==> config.mk <==
export PLATFORM = sky130hd
export DESIGN_NAME = seven_seg_bank
export DESIGN_NICKNAME = d
export VERILOG_FILES = /design/src/rtl/seven_seg_bank.sv
export SDC_FILE = /design/constraint.sdc
export NUM_CORES = 1
export LEC_CHECK = 0
export ABC_AREA = 1
export BUFFER_PORTS_ARGS = -buffer_cell sky130_fd_sc_hd__clkbuf_2
export CORE_ASPECT_RATIO = 0.6
export CORE_MARGIN = 4
export CORE_UTILIZATION = 54
export CTS_CLUSTER_SIZE = 12
export DETAILED_ROUTE_END_ITERATION = 8
export PLACE_DENSITY = 0.76
export SYNTH_ARGS = -nofsm -noshare
export SYNTH_HDL_FRONTEND = slang
export SYNTH_SLANG_ARGS = --single-unit
export TNS_END_PERCENT = 100
==> constraint.sdc <==
create_clock -name clk -period 2.9 [get_ports clk]
set_clock_uncertainty 0.2 [all_clocks]
set_input_delay 0.435 -clock clk [delete_from_list [all_inputs] [get_ports clk]]
set_output_delay 0.435 -clock clk [all_outputs]
set_load 0.05 [all_outputs]
==> src/rtl/seven_seg_bank.sv <==
// Multi-digit seven-segment driver: hex or decimal (double-dabble) rendering, leading-zero blanking, overflow dashes.
// Load is registered one cycle before the FSM acts on it; hex/done land 2 edges (hex) or VAL_W+2 edges (decimal) after load.
module seven_seg_bank #(
    parameter int N_DIGITS = 4,
    parameter int VAL_W    = 16
) (
    input  logic                  clk,
    input  logic                  reset_n,
    input  logic                  load,
    input  logic                  mode_dec,
    input  logic                  lz_blank,
    input  logic [VAL_W-1:0]      value,
    output logic                  busy,
    output logic                  done,
    output logic [7*N_DIGITS-1:0] hex
);

    localparam int BCD_W = 4 * N_DIGITS;
    localparam int EXT_W = (BCD_W > VAL_W) ? BCD_W : VAL_W;
    localparam int CNT_W = $clog2(VAL_W + 1);
    localparam logic [6:0] DASH  = 7'b0111111;
    localparam logic [6:0] BLANK = 7'b1111111;

    typedef enum logic [1:0] {IDLE, CONV, UPDATE} state_t;

    state_t               state_q, state_d;
    logic                 pend_q, pend_d;
    logic [VAL_W-1:0]     val_q, val_d;
    logic                 dec_q, dec_d;
    logic                 lz_q, lz_d;
    logic [VAL_W-1:0]     sr_q, sr_d;
    logic [BCD_W-1:0]     bcd_q, bcd_d;
    logic                 ovf_q, ovf_d;
    logic [CNT_W-1:0]     cnt_q, cnt_d;
    logic                 busy_q, busy_d;
    logic                 done_q, done_d;
    logic [7*N_DIGITS-1:0] hex_q, hex_d;

    logic [BCD_W-1:0]     adj;
    logic [BCD_W-1:0]     step_bcd;
    logic [VAL_W-1:0]     step_sr;
    logic                 step_ovf;
    logic [EXT_W-1:0]     val_ext;
    logic                 hex_ovf;
    logic                 frame_ovf;
    logic                 seen;
    logic [3:0]           nib;
    logic [7*N_DIGITS-1:0] frame;

    function automatic logic [6:0] glyph(input logic [3:0] d);
        glyph = BLANK;
        case (d)
            4'h0: glyph = 7'h40;  4'h1: glyph = 7'h79;  4'h2: glyph = 7'h24;  4'h3: glyph = 7'h30;
            4'h4: glyph = 7'h19;  4'h5: glyph = 7'h12;  4'h6: glyph = 7'h02;  4'h7: glyph = 7'h78;
            4'h8: glyph = 7'h00;  4'h9: glyph = 7'h10;  4'hA: glyph = 7'h08;  4'hB: glyph = 7'h03;
            4'hC: glyph = 7'h46;  4'hD: glyph = 7'h21;  4'hE: glyph = 7'h06;  4'hF: glyph = 7'h0E;
            default: glyph = BLANK;
        endcase
    endfunction

    // One double-dabble step; a 1 leaving the top BCD digit means the value needs more digits.
    always_comb begin
        adj = bcd_q;
        for (int i = 0; i < N_DIGITS; i++) begin
            if (adj[4*i +: 4] >= 4'd5) adj[4*i +: 4] = adj[4*i +: 4] + 4'd3;
        end
        step_ovf = ovf_q | adj[BCD_W-1];
        step_bcd = {adj[BCD_W-2:0], sr_q[VAL_W-1]};
        step_sr  = sr_q << 1;
    end

    assign val_ext = EXT_W'(val_q);
    assign hex_ovf = |(val_ext >> BCD_W);

    always_comb begin
        frame     = '1;
        seen      = 1'b0;
        nib       = 4'd0;
        frame_ovf = dec_q ? ovf_q : hex_ovf;
        for (int i = N_DIGITS - 1; i >= 0; i--) begin
            nib = dec_q ? bcd_q[4*i +: 4] : val_ext[4*i +: 4];
            if (nib != 4'd0) seen = 1'b1;
            if (frame_ovf)                       frame[7*i +: 7] = DASH;
            else if (lz_q && !seen && (i != 0))  frame[7*i +: 7] = BLANK;
            else                                 frame[7*i +: 7] = glyph(nib);
        end
    end

    always_comb begin
        state_d = state_q;
        pend_d  = pend_q;
        val_d   = val_q;
        dec_d   = dec_q;
        lz_d    = lz_q;
        sr_d    = sr_q;
        bcd_d   = bcd_q;
        ovf_d   = ovf_q;
        cnt_d   = cnt_q;
        hex_d   = hex_q;
        done_d  = 1'b0;
        case (state_q)
            IDLE: begin
                if (pend_q) begin
                    pend_d = 1'b0;
                    if (dec_q) begin
                        state_d = CONV;
                        sr_d    = val_q;
                        bcd_d   = '0;
                        ovf_d   = 1'b0;
                        cnt_d   = '0;
                    end else begin
                        state_d = UPDATE;
                    end
                end else if (load) begin
                    pend_d = 1'b1;
                    val_d  = value;
                    dec_d  = mode_dec;
                    lz_d   = lz_blank;
                end
            end
            CONV: begin
                sr_d  = step_sr;
                bcd_d = step_bcd;
                ovf_d = step_ovf;
                cnt_d = cnt_q + CNT_W'(1);
                if (cnt_q == CNT_W'(VAL_W - 1)) state_d = UPDATE;
            end
            UPDATE: begin
                hex_d   = frame;
                done_d  = 1'b1;
                state_d = IDLE;
            end
            default: state_d = IDLE;
        endcase
        busy_d = (state_d == CONV) || ((state_d == UPDATE) && dec_q);
    end

    always_ff @(posedge clk or negedge reset_n) begin
        if (!reset_n) begin
            state_q <= IDLE;
            pend_q  <= 1'b0;
            val_q   <= '0;
            dec_q   <= 1'b0;
            lz_q    <= 1'b0;
            sr_q    <= '0;
            bcd_q   <= '0;
            ovf_q   <= 1'b0;
            cnt_q   <= '0;
            busy_q  <= 1'b0;
            done_q  <= 1'b0;
            hex_q   <= '1;
        end else begin
            state_q <= state_d;
            pend_q  <= pend_d;
            val_q   <= val_d;
            dec_q   <= dec_d;
            lz_q    <= lz_d;
            sr_q    <= sr_d;
            bcd_q   <= bcd_d;
            ovf_q   <= ovf_d;
            cnt_q   <= cnt_d;
            busy_q  <= busy_d;
            done_q  <= done_d;
            hex_q   <= hex_d;
        end
    end

    assign busy = busy_q;
    assign done = done_q;
    assign hex  = hex_q;

endmodule
After elaboration in Yosys (flattened, before gate mapping)
Memory sizes are Yosys's and may differ from the RTL's. Cells that the tools add are included.

Output and inout port bits: 30. Register bits after elaboration: 89. Memories kept: 4. Bits of input ports: 21. ROM bits: 448. Word-level logic and storage cells: 87.

Eq/ne operators: 7. Reduce and logical (&&, ||, !) cells: 15. Mux-type cells: 38. Add/sub/neg operators: 5. Order comparisons: 4. Bitwise operators: 2.

Memory list: (no name shown) (depth 16, bits a word 7, rd ports 1, clocked after memory_dff 0, write ports 0, line 52) `case (d)`; (no name shown) (depth 16, bits a word 7, rd ports 1, clocked after memory_dff 0, write ports 0, line 52); (no name shown) (depth 16, bits a word 7, rd ports 1, clocked after memory_dff 0, write ports 0, line 52); (no name shown) (depth 16, bits a word 7, rd ports 1, clocked after memory_dff 0, write ports 0, line 52).

Operators with widths (number): $mux W16 (4); $pmux W16 S2 (2); $mux W7 (7); $mux W4 (8); $add A4 B2 Y4 const B (4); $ge A4 B3 Y1 const B (4); $reduce_bool A4 Y1 (3); $mux W5 (2); $pmux W5 S2 (1); $mux W1 (9); $mux W2 (3); $reduce_and A3 Y1 (2); $add A5 B1 Y5 const B (1); $eq A5 B4 Y1 const B (1); $eq A2 B1 Y1 const B (2); $eq A2 B2 Y1 const B (2); $logic_and A1 B1 Y1 (4); $ne A2 B2 Y1 const B (2); $pmux W2 S2 (1); $logic_not A1 Y1 (3); $logic_not A2 Y1 (1); $pmux W1 S2 (1); $reduce_bool A2 Y1 (1); $logic_or A1 B1 Y1 (1); 2 further kinds (2).

Logic depth before layout (Yosys ltp)
Depth after elaboration: 9. Depth in mapped cells: 13. Depth with buffers taken out: 12.

Worst setup path after synthesis
No wires, ideal clock.

Kind: reg-to-reg. Start point: register dec_q. End point: register hex_q[22], in the netlist hex[22]. Buffers on the path: 2. Cell stages (with the launch flop): 12. Arrival time: 1.825 ns. Setup time: 0.067 ns. Path slack: 0.807 ns. Period minus slack after synthesis: 2.093 ns. Cells stage by stage: dfrtp_1 -> buf_6 -> buf_6 -> o21ai_1 -> ha_1 -> nand2_1 -> nand3b_1 -> nand2_1 -> inv_2 -> o21ai_1 -> nor2_1 -> nor2_1.

Cells in the longest elaborated chain, start to end: 7.

RTL lines: start, declared (line 29) `logic dec_q, dec_d;`; start signal, assigned (line 143) `dec_q <= 1'b0;`; start signal, assigned (line 156) `dec_q <= dec_d;`; parallel branches: the longest is 6 deep, another holds $mem_v2 Z16 W7; $mux W7 (*) (line 83) `if (frame_ovf) frame[7*i +: 7] = DASH;`; end signal, assigned (line 151) `hex_q <= '1;`; end signal, assigned (line 164) `hex_q <= hex_d;`; end, declared (line 37) `logic [7*N_DIGITS-1:0] hex_q, hex_d;`.

Every way passes the cells marked *. A chain may end at the register's enable or synchronous reset.

Final worst setup path
Start point: register dec_q. End point: register sr_q[11].

Cells in the longest elaborated chain, start to end: 2.

RTL lines: $ne A2 B2 Y1 (no line); $reduce_and A3 Y1 (no line); end signal, assigned (line 158) `sr_q <= sr_d;`; end, declared (line 31) `logic [VAL_W-1:0] sr_q, sr_d;`.

Every way passes these cells.

==> flow_summary.toml <==
[outcome]
status = "complete, no violations"

[sta]
fin_crit_ns = 2.315
tns_ns = 0
slew_headroom = 0.6163
min_period_over_period = 0.7981
max_clock_freq_ghz = 0.4320
hold_violations = 0
tightest_slew_ns = 0.5756
rsz0062_at_grt = "false"
slew_viol_final = 0
setup_viol = 0

[worst_setup_path]
critPathMaxStageDelay_ns = 0.56
cp_slowest_cell = "dfrtp_1"
worstPathArrival_ns = 2.38
rr_worst_depth = 6
cpMostUsedCell = "buf_4"
cp_max_fo = 23
required_ns = 2.96
r2r-end = "sr_q[11]"
worstSetupStartpointType = "flop"
end_kind = "flop"
rrSetupSlack_ns = 0.59
r2r-start = "dec_q"
crit_chain = "buf_4 > nand3_1 > nand2_1 > buf_4 > o211ai_1 > o21ai_0"
crit_type = "reg2reg"

[hold_path]
holdPathEnd = "val_ext[3]"
hp-class = "in2reg"
min_from = "value[3]"
hold_depth = 2

[logic_synthesis]
synth_adder_area_share = 0.08063
synth-main-ff-cell = "dfrtp_1"
ys_seq_area_frac = 0.4287
ys_ff_latch = 89
synth_xor_area_frac = 0.009960
synth_top_area_share = 0.2893
synthMuxAreaShare = 0.01707
synth_top_family_by_area = "simple AND/OR/NAND/NOR gates"
synth_compound_area_frac = 0.1451
async_flop_share = 1.000
syn_inst = 663
yosys.area_share.simple = 0.2374
synthDistinctLibCells = 33
avgSynthCellArea_um2 = 7.958
synth_edf_count = 0
syn_area_um2 = 5276
yosysTopAreaCell = "dfrtp_1"
synth_warnings = 0
yosys-top-cells-area = "dfrtp_1, dfstp_2, nand2_1, ha_1, inv_1"
syn_nets = 718

[cells_and_area]
final_nets = 769
antenna_cells = 0
n_fill_cell = 789
drive_gt1_frac = 0.2058
area_delta_synth_final_pct = 13.00

[global_route]
grt_pass1_wl_mm = 21.16
grt_pass1_vias = 4540
grt_overflow = 0
grt_max_degree = 47
antenna_found_initial = 0
grt_use_total = 0.2291

[routing]
wirelength_mm = 12.50
ant_nets = 0
drt-initial-drc-count = 372
routedWlPerCell_um = 14.72
vias = 4679
drcViolationCount = 0
viasPerCell = 5.511
met3_length_um = 979
drtPass1Iterations = 5
wl_met2_mm = 5.650
met1_length_mm = 5.587
top_layer = "met4"

[cts]
clk_latency_ns = 0.35
clk_pin_slew_ns = 0.07
cts_buffers = 9
clock-sinks = 89
cts.repair.resized = 0
cts_tree = "yes"
ctsLongestPathBuffers = 2
root_buffer = "clkbuf_16"
htreeDepth = 3

[die]
die_h_um = 84.57
die-area_um2 = 11470
die_w_um = 135.6
io_pins = 51
rows = 27
initial_core_util = 0.5638
core_um2 = 9358

[run]
max_cap_viol_count = 0

[placed_design]
io_buffers = 50
place.gp.congestion = 0.9027
dp_hpwl_mm = 9.027
-- sequential cells by signal (all words and copies together) (netlist names), 2 cells and up --
signal,cells
bcd_q,16
state_q,2
cnt_q,5
val_ext,16
hex,28
sr_q,16
-- cell type report --
| cell class | count | area [µm²] | area share |
|---|---|---|---|
| clock buffer | 10 | 239.0 | 0.04008 |
| clock inverter | 6 | 67.56 | 0.01133 |
| inverter | 81 | 306.5 | 0.05142 |
| multi-input combinational | 472 | 2586 | 0.4338 |
| sequential | 89 | 2262 | 0.3794 |
| tap | 130 | 162.7 | 0.02728 |
| timing repair buffer | 61 | 337.8 | 0.05666 |
-- worst max path at each step --
| stage | startpoint | end | depth (start not counted) |
|---|---|---|---|
| finish | dec_q | sr_q[11] | 6 |
| global placement | dec_q | hex[10] | 11 |
| global route | dec_q | hex[16] | 11 |
| floorplan | dec_q | hex[22] | 11 |
| detailed placement | dec_q | sr_q[11] | 6 |
| CTS | dec_q | sr_q[11] | 6 |
-- cells by family (layout without fill, tap and decap cells) --
kind of cell / after synthesis / in the layout
simple gates: 290 / 290
compound gates: 134 / 134
buf+inv: 102 / 158
flops: 89 / 89
fa+ha+maj: 34 / 34
mux: 8 / 8
xor+xnor: 6 / 6
-- critical path: cells and delay by family, from the launching register on --
family	cells	cell delay, ns
flops	1	0.56
compound gates	2	0.21
buf+inv	2	0.59
simple gates	2	0.66
-- placed cells by master, fill, tap and decap left out, drive strengths merged, types with 6 or more instances in the layout --
| master | n |
|---|---|
| a21oi | 27 |
| a31oi | 7 |
| buf | 11 |
| clkbuf | 59 |
| dfrtp | 61 |
| dfstp | 28 |
| ha | 34 |
| inv | 81 |
| mux2 | 8 |
| nand2 | 169 |
| nand3 | 36 |
| nor2 | 80 |
| o211ai | 18 |
| o21ai | 69 |
| o22ai | 10 |
| xor2 | 6 |
-- metal layers --
layer  global-route usage  vias to the layer above
li1                     -                     2244
met1               0.3084                     2224
met2               0.3579                      182
met3              0.06287                       29
met4              0.07960                        0
met5                    0                        -
-- through the flow --
stage	worst slack, ns	util	hold WS (ns)	area (µm²)	std cells
floorplan	0.8075	-	-0.06059	5276	663
global placement	0.7504	0.6033	0.2581	5645	832
detailed placement	0.6314	0.6033	0.2617	5645	832
CTS	0.6018	0.6371	0.1172	5962	849
global route	0.3595	0.6371	0.1156	5962	849
finish	0.5854	0.6371	0.1225	5962	849
-- synth_stat cells (3+ instances only) --
master,number
nor2_4,3
clkbuf_1,8
buf_4,3
o22ai_1,10
a31oi_1,7
ha_1,34
nand3_1,35
xor2_1,6
o21ai_2,5
dfstp_2,28
nor2_2,3
o21ai_1,7
buf_2,7
dfrtp_1,61
inv_1,77
inv_2,3
a21oi_1,27
o21ai_0,57
nor2_1,74
nand2_1,150
buf_6,3
o211ai_1,18
nand2_4,3
nand2_2,16
mux2_2,8
-- timing repair --
item	in CTS	in global routing
hold buffers	1	0
hold endpoints to repair	24	0
buffers inserted	0	0
setup endpoints to repair	0	0
Power is not shown: default switching activity piles up to over one toggle a cycle in this logic, so the estimate is an artifact.
